--- src/rtl/touch_swipe_decoder.sv ---
// Single-finger stroke tracker: follows one touch from touch-down to release and
// classifies it as a W/E/N/S swipe or a tap, with stroke timeout and post-gesture holdoff.
module touch_swipe_decoder #(
    parameter int unsigned SWIPE_MIN      = 60,
    parameter int unsigned TAP_MAX        = 15,
    parameter int unsigned GAP_CYCLES     = 5_000_000,
    parameter int unsigned TIMEOUT_CYCLES = 50_000_000,
    parameter int unsigned HOLDOFF_CYCLES = 10_000_000
) (
    input  logic               iCLK,
    input  logic               iRSTN,
    input  logic               iREADY,
    input  logic [3:0]         iTOUCH_COUNT,
    input  logic [9:0]         iX1,
    input  logic [8:0]         iY1,
    output logic               oGEST_W,
    output logic               oGEST_E,
    output logic               oGEST_N,
    output logic               oGEST_S,
    output logic               oGEST_TAP,
    output logic signed [10:0] oDX,
    output logic signed [9:0]  oDY,
    output logic               oBUSY
);

    typedef enum logic [2:0] {
        ST_IDLE,
        ST_TRACK,
        ST_EVAL,
        ST_ABORT,
        ST_HOLDOFF
    } state_e;

    state_e state_q, state_d;

    logic              rdy_q;
    logic [9:0]        sx_q, sx_d, lx_q, lx_d;
    logic [8:0]        sy_q, sy_d, ly_q, ly_d;
    logic [31:0]       dur_q, dur_d, gap_q, gap_d, hold_q, hold_d;
    logic signed [10:0] dx_q, dx_d;
    logic signed [9:0]  dy_q, dy_d;
    logic [4:0]        gest_q, gest_d;   // {TAP, S, N, E, W}

    logic              report, cnt_zero, cnt_one, cnt_multi;
    logic              gap_done, dur_done, hold_done;
    logic signed [10:0] diff_x;
    logic signed [9:0]  diff_y;
    logic [31:0]       adx, ady;

    function automatic logic [31:0] sat_inc(input logic [31:0] v);
        return (v == '1) ? v : v + 32'd1;
    endfunction

    assign report    = iREADY & ~rdy_q;
    assign cnt_zero  = report && (iTOUCH_COUNT == 4'd0);
    assign cnt_one   = report && (iTOUCH_COUNT == 4'd1);
    assign cnt_multi = report && (iTOUCH_COUNT >= 4'd2);

    // Threshold compares use >= so a saturated or overshooting counter still terminates.
    assign gap_done  = gap_q  >= GAP_CYCLES - 1;
    assign dur_done  = dur_q  >= TIMEOUT_CYCLES - 1;
    assign hold_done = hold_q >= HOLDOFF_CYCLES - 1;

    assign diff_x = signed'({1'b0, lx_q}) - signed'({1'b0, sx_q});
    assign diff_y = signed'({1'b0, ly_q}) - signed'({1'b0, sy_q});
    assign adx    = {21'd0, diff_x[10] ? 11'(-diff_x) : 11'(diff_x)};
    assign ady    = {22'd0, diff_y[9]  ? 10'(-diff_y) : 10'(diff_y)};

    always_ff @(posedge iCLK or negedge iRSTN) begin
        if (!iRSTN) begin
            state_q <= ST_IDLE;
        end else begin
            state_q <= state_d;
        end
    end

    always_comb begin
        state_d = state_q;
        unique case (state_q)
            ST_IDLE:  if (cnt_one) state_d = ST_TRACK;
            ST_TRACK: begin
                if (report) begin
                    if (cnt_zero)       state_d = ST_EVAL;
                    else if (cnt_multi) state_d = ST_ABORT;
                end else if (gap_done) begin
                    state_d = ST_EVAL;
                end else if (dur_done) begin
                    state_d = ST_ABORT;
                end
            end
            ST_EVAL:  state_d = ST_HOLDOFF;
            ST_ABORT: begin
                if (report) begin
                    if (cnt_zero) state_d = ST_HOLDOFF;
                end else if (gap_done) begin
                    state_d = ST_HOLDOFF;
                end
            end
            ST_HOLDOFF: if (hold_done) state_d = ST_IDLE;
            default:    state_d = ST_IDLE;
        endcase
    end

    always_comb begin
        sx_d   = sx_q;
        sy_d   = sy_q;
        lx_d   = lx_q;
        ly_d   = ly_q;
        dur_d  = dur_q;
        gap_d  = gap_q;
        hold_d = '0;
        dx_d   = dx_q;
        dy_d   = dy_q;
        gest_d = '0;
        unique case (state_q)
            ST_IDLE: begin
                if (cnt_one) begin
                    sx_d  = iX1;
                    sy_d  = iY1;
                    lx_d  = iX1;
                    ly_d  = iY1;
                    dur_d = '0;
                    gap_d = '0;
                end
            end
            ST_TRACK: begin
                dur_d = sat_inc(dur_q);
                gap_d = sat_inc(gap_q);
                if (cnt_one) begin
                    lx_d  = iX1;
                    ly_d  = iY1;
                    gap_d = '0;
                end
                // Leaving TRACK: ABORT reuses the gap counter from zero.
                if (state_d != ST_TRACK) gap_d = '0;
            end
            ST_EVAL: begin
                dx_d = diff_x;
                dy_d = diff_y;
                if (adx >= ady && adx >= SWIPE_MIN) begin
                    gest_d = diff_x[10] ? 5'b00001 : 5'b00010;
                end else if (ady >= SWIPE_MIN) begin
                    gest_d = diff_y[9] ? 5'b00100 : 5'b01000;
                end else if (adx <= TAP_MAX && ady <= TAP_MAX) begin
                    gest_d = 5'b10000;
                end
            end
            ST_ABORT:   gap_d  = report ? '0 : sat_inc(gap_q);
            ST_HOLDOFF: hold_d = sat_inc(hold_q);
            default: ;
        endcase
    end

    always_ff @(posedge iCLK or negedge iRSTN) begin
        if (!iRSTN) begin
            rdy_q  <= 1'b0;
            sx_q   <= '0;
            sy_q   <= '0;
            lx_q   <= '0;
            ly_q   <= '0;
            dur_q  <= '0;
            gap_q  <= '0;
            hold_q <= '0;
            dx_q   <= '0;
            dy_q   <= '0;
            gest_q <= '0;
        end else begin
            rdy_q  <= iREADY;
            sx_q   <= sx_d;
            sy_q   <= sy_d;
            lx_q   <= lx_d;
            ly_q   <= ly_d;
            dur_q  <= dur_d;
            gap_q  <= gap_d;
            hold_q <= hold_d;
            dx_q   <= dx_d;
            dy_q   <= dy_d;
            gest_q <= gest_d;
        end
    end

    always_comb begin
        oBUSY     = (state_q != ST_IDLE);
        oGEST_W   = gest_q[0];
        oGEST_E   = gest_q[1];
        oGEST_N   = gest_q[2];
        oGEST_S   = gest_q[3];
        oGEST_TAP = gest_q[4];
        oDX       = dx_q;
        oDY       = dy_q;
    end

endmodule

--- config.mk ---
export PLATFORM = sky130hd
export DESIGN_NAME = touch_swipe_decoder
export DESIGN_NICKNAME = d
export VERILOG_FILES = /design/src/rtl/touch_swipe_decoder.sv
export SDC_FILE = /design/constraint.sdc
export NUM_CORES = 1
export LEC_CHECK = 0
export CAP_MARGIN = 15
export CELL_PAD_IN_SITES_DETAIL_PLACEMENT = 1
export CELL_PAD_IN_SITES_GLOBAL_PLACEMENT = 1
export CORE_MARGIN = 2
export CORE_UTILIZATION = 45
export DETAILED_ROUTE_END_ITERATION = 10
export GPL_TIMING_DRIVEN = 0
export PLACE_DENSITY = 0.85
export SLEW_MARGIN = 40
export SYNTH_ARGS = -nofsm -noshare
export SYNTH_HDL_FRONTEND = slang
export SYNTH_SLANG_ARGS = --single-unit
--- constraint.sdc ---
create_clock -name iCLK -period 4.8 [get_ports iCLK]
set_clock_uncertainty 0.1 [all_clocks]
set_input_delay 1.2 -clock iCLK [delete_from_list [all_inputs] [get_ports iCLK]]
set_output_delay 1.2 -clock iCLK [all_outputs]
set_load 0.02 [all_outputs]
---- After elaboration in Yosys (flattened, before gate mapping) ----
Index checks and enable logic that the tools add are counted.
cells by class
  bitwise gates (word level) .............. 2
  eq/ne operators ......................... 12
  reductions and logical operators ........ 15
  $lt $le $gt $ge ......................... 9
  muxes and demuxes ....................... 29
  $add $sub $neg .......................... 7
operator list
  operator                                                              count
  two-way mux 32 bit                                                    8
  adder 32 x 1 -> 32 bit (second input constant)                        3
  == test 32 bit (second input constant)                                3
  one-hot mux 32 bit (3 select lines)                                   1
  one-hot mux 32 bit (2 select lines)                                   1
  greater-or-equal comparator 32 x 23 -> 1 bit (second input constant)  1
  greater-or-equal comparator 32 x 24 -> 1 bit (second input constant)  1
  greater-or-equal comparator 32 x 26 -> 1 bit (second input constant)  1
  two-way mux 3 bit                                                     10
  two-way mux 5 bit                                                     4
  one-hot mux 3 bit (5 select lines)                                    1
  greater-or-equal comparator 11 x 10 -> 1 bit                          1
  greater-or-equal comparator 11 x 6 -> 1 bit (second input constant)   1
  less-or-equal comparator 11 x 4 -> 1 bit (second input constant)      1
  two-way mux 11 bit                                                    1
  negation 11 bit                                                       1
  subtractor 10 x 10 -> 11 bit                                          1
  greater-or-equal comparator 10 x 6 -> 1 bit (second input constant)   1
  less-or-equal comparator 10 x 4 -> 1 bit (second input constant)      1
  two-way mux 10 bit                                                    1
  negation 10 bit                                                       1
  subtractor 9 x 9 -> 10 bit                                            1
  == test 3 x 2 -> 1 bit (second input constant)                        2
  inequality test 2 bit (second input constant)                         3
  other kinds (17)                                                      24
storage, ports and cells
  register bits ........................... 164
  input bits .............................. 26
  output and inout port bits .............. 27
  logic and storage cells ................. 86

---- Longest topological paths before layout ----
  depth in word-level cells ............... 10
  gate-level depth with buffers ........... 19

---- Worst setup path after synthesis ----
OpenSTA, ideal clock, no wires.
  kind .................................... flip-flop to flip-flop
  start point ............................. register sx_q[0]
  end point ............................... register gest_q[3]
  cell stages (with the launch flop) ...... 19
  setup time .............................. 0.095 ns
  arrival ................................. 3.873 ns
  clock period less this slack ............ 4.068 ns
  setup slack ............................. 0.732 ns
  path through ............................ dfrtp_1 > ha_1 > fa_1 > nor2b_1 > o221ai_1 > a21o_2 > o21ai_1 > clkbuf_8 > nor2_1 > a21oi_1 > ha_1 > a21o_1 > a21o_1 > a211o_1 > a21oi_1 > a41oi_1 > o2111ai_1 > a2bb2oi_2 > nor4b_2
between the ends
  cells in the longest elaborated chain, start to end .. 7
  elaborated cells on any way between the ends .. 8
  those cells by class .................... 2 x add/sub; 2 x order compare; 3 x mux; 1 x reduce/logical
ends and longest elaborated chain
  what                                                                                                         RTL line  source
  start: declaration                                                                                           37        logic [9:0] sx_q, sx_d, lx_q, lx_d;
  start signal: assignment                                                                                     157       sx_q <= '0;
  start signal: assignment                                                                                     169       sx_q <= sx_d;
  subtractor 10 x 10 -> 11 bit *                                                                               64        assign diff_x = signed'({1'b0, lx_q}) - signed'({1'b0, sx_q});
  negation 11 bit                                                                                              66        assign adx = {21'd0, diff_x[10] ? 11'(-diff_x) : 11'(diff_x)};
  two-way mux 11 bit *                                                                                         66
  greater-or-equal comparator 11 x 10 -> 1 bit or greater-or-equal comparator 11 x 6 -> 1 bit (tied branches)  140       if (adx >= ady && adx >= SWIPE_MIN) begin
  logical AND 1 bit *                                                                                          140
  two-way mux 5 bit *                                                                                          140
  two-way mux 5 bit *                                                                                          115       unique case (state_q)
  via gest_d[3]                                                                                                42        logic [4:0] gest_q, gest_d;
  end signal: assignment                                                                                       178       gest_q <= gest_d;
  end: declaration                                                                                             42
The timed path passes the listed nets; every way through them passes the cells marked *.
A chain may end at the register's enable or synchronous reset.

---- Final worst setup path ----
Ends and elaborated chain as after synthesis.

==> key figures <==
Cells and area
  – Utilization of the core after routing: 0.527
  – Antenna Cells: 0
  – Share of cells above drive strength 1: 0.0895
  – Final-layout fill cell count: 2421
  – Design area: 11000 um2
  – P&R area growth vs syn: 16.1%
  – Nets: 1145

GRT
  – Pin count of the biggest net entering global routing: 74
  – GRT Resource Usage Total: 0.232
  – GR Layer Usage met2: 0.410
  – GRT met1 Usage: 0.286
  – GR Util met3: 0.0394
  – Grt total ovfl: 0
  – First-pass GRT wire length: 41400 um
  – Initial antenna violation count: 0
  – Vias in the first global route: 8356
  – Busiest grt layer: met2

Routing
  – DRC errors left: 0
  – WL per Instance: 17.8 um
  – Vias after detailed routing: 7736
  – Number of detailed-route iterations in the first pass: 5
  – Final antenna-violating net count: 0
  – Final WL: 24400 um
  – Vias per cell: 5.65
  – DRT iter0 DRCs: 342

CTS
  – CTS tree: done
  – Max Root-Sink Buffers: 2
  – CTS sink cnt: 164
  – Post_cts resized: 0
  – H-tree depth: 4
  – Post-CTS Setup Inserts: 0
  – CTS Hold Buffers Added: 0
  – Clock-pin slew on the worst setup and hold paths: 60 ps
  – Clock Tree Root: clkbuf_16
  – Worst-skew pair later-pin latency: 440 ps
  – Cts bufs inserted: 17

Die
  – Die area: 22200 um2
  – Die Ht: 149 um
  – Initial cell density of the core: 0.454
  – Core area: 20800 um2
  – Row Count: 53
  – Die W: 149 um
  – IO Pins: 53

Critical path
  – CP max FO: 10
  – CP max stage delay: 460 ps
  – Critical Path Source Type: register
  – Critical path, cell by cell: ha_1 -> fa_1 -> nor2b_1 -> o221ai_1 -> a21o_2 -> o21ai_4 -> clkbuf_8 -> nor2_1 -> a21oi_1 -> ha_1 -> a21o_1 -> a21o_1 -> a211o_1 -> a21oi_1 -> a41oi_1 -> o2111ai_2 -> a2bb2oi_2 -> nor4b_2
  – Kind of critical path: reg2reg
  – Critical Path AT: 4700 ps
  – Critical Path Sink Type: register
  – Top Family by Delay on Critical Path: compound AO/OA/AOI/OAI gates
  – Crit path required time: 5040 ps
  – Crit path max-delay cell type: fa_1
  – Worst path bufs/invs: 1

Worst hold path
  – Worst hold path class: reg2reg

Logic synthesis
  – Cell taking the most area after synthesis: dfrtp_1
  – Post-Syn Instances: 1009
  – Ys Warns: 0
  – Share of the synthesized area in the top cell type: 0.434
  – Asr flop ratio synth: 1.00
  – Top cells by area, synth: dfrtp_1, xor2_1, nor2_1, ha_1, xnor2_1
  – Synthesized area: 9450 um2
  – Main flop type after synthesis: dfrtp_1
  – Syn Nets: 1072
  – Sequential fraction of the synthesis area: 0.434
  – Yosys cell types: 82
  – Syn Area/Cell: 9.36 um2
  – Number of flops mapped to enable cells by yosys: 0
  – Register bit total from synthesis: 164

Timing
  – Final setup TNS: 0 ps
  – Final-report hold violation count: 0
  – Final worst path period need: 4450 ps
  – Achievable Freq: 0.225 GHz
  – Slew headroom: 0.499
  – RSZ-0062 raised after global routing: no
  – Slew @ Worst Pin: 746 ps
  – Final-report setup violation count: 0
  – Final Cycle Share: 0.928
  – Slew Limit Fails: 0

Placement
  – Port Buffers: 52
  – Routability congestion estimate: 0.819
  – Dpl hpwl: 17500 um
  – DP Area: 10400 um2

Pwr
  – Leak pwr: 4.86 nW
  – VDD IR max: 0.277 mV
  – Cell Pwr Density: 585 nW/um2

Outcome
  – Status: finished, final reports clean

Job
  – Max-cap violations: 0
==> placed cells by master, fill, tap and decap left out, drive strengths merged, types with 24 or more instances in the layout <==
cell type	count
nand2	104
inv	41
nand4	31
o21ai	58
nor2	129
nand3	40
mux2	24
xor2	63
clkbuf	41
ha	35
xnor2	46
clkdlybuf4s50	51
dfrtp	164
a21oi	33
==> area by class of cell <==
| class | count | area (um2) | area share |
|---|---|---|---|
| flip-flops and latches | 164 | 4100 | 0.374 |
| inverters | 39 | 146 | 0.0134 |
| repair buffers | 54 | 581 | 0.0529 |
| well taps | 275 | 344 | 0.0314 |
| clock buffers | 21 | 460 | 0.0420 |
| clock inverters | 11 | 103 | 0.00936 |
| plain buffers | 33 | 169 | 0.0154 |
| multi-input cells | 773 | 5060 | 0.461 |
==> tightest hold or removal path: stages (launching register included) <==
cell and delay (ps):
dfrtp_1 340, nand2_1 40, o21ai_0 60
==> cells in the mapped netlist, types with 3 or more instances <==
library cell and number:
nor3_2 3, a21oi_1 33, o31ai_1 6, a211o_1 4
nor4_1 9, nor2b_1 11, and2_1 8, nor3b_1 5
nor2_1 129, mux2_2 24, dfrtp_1 164, buf_6 3
nand2_1 104, buf_2 7, and3_1 19, clkbuf_1 19
a31oi_1 4, o2111a_1 5, o21bai_1 3, xnor2_1 46
inv_1 39, mux2i_1 6, o21a_1 4, a211oi_1 4
or4_1 5, nand3_1 40, nor3_1 17, or3_1 9
and4_1 6, nand4_1 31, a21o_1 11, ha_1 35
nand2b_1 8, o21ai_0 55, or2_2 5, xor2_1 63
==> layer usage <==
metal	wire, um	vias up	share of wire
met5	0	-	0
met4	526	0	0.022
met3	598	41	0.025
met2	12500	102	0.51
met1	10800	3918	0.44
li1	-	3675	-
==> power by group <==
part	switching (mW)	total, mW	internal, mW
registers	0.126	1.71	1.59
logic	1.95	3.36	1.42
clock network	0.593	1.34	0.743
==> stage by stage <==
step,hold slack [ps],power [mW],setup WS (ps),cells
6_report,377,6.41,347,1370
4_1_cts,386,6.37,18.9,1370
3_5_place_dp,370,4.95,119,1338
3_3_place_gp,362,4.79,-4300,1336
2_1_floorplan,352,4.10,732,1009
5_1_grt,403,6.86,15.0,1370
==> worst paths after layout <==
check	from	end	slack, ps	cells past startpoint
min in group asynchronous	iRSTN	oDY[1]	540	1
worst min register to register	oDY[9]	oDY[9]	380	2
max in group asynchronous	iRSTN	gap_q[30]	3370	2
worst max register to register	sx_q[0]	gest_q[3]	350	18
worst min-delay path	oDY[9]	oDY[9]	380	2
worst max-delay path	sx_q[0]	gest_q[3]	350	18
==> registers in the layout (all words and copies together), names as in the netlist <==
name     count
dur_q       32
gap_q       32
hold_q      32
oDX         11
lx_q        10
oDY         10
sx_q        10
ly_q         9
sy_q         9
gest_q       5
state_q      3
rdy_q        1
==> kinds of logic after synthesis <==
kind of cell,after synthesis,share of synthesized area
AND/OR/NAND/NOR,427,0.224
AO/OA/AOI/OAI,170,0.122
flip-flops,164,0.434
XOR/XNOR,109,0.101
buffers and inverters,72,0.0334
adder cells (fa/ha/maj),37,0.0506
multiplexers,30,0.0350
Power figures use the tool's default switching activity.
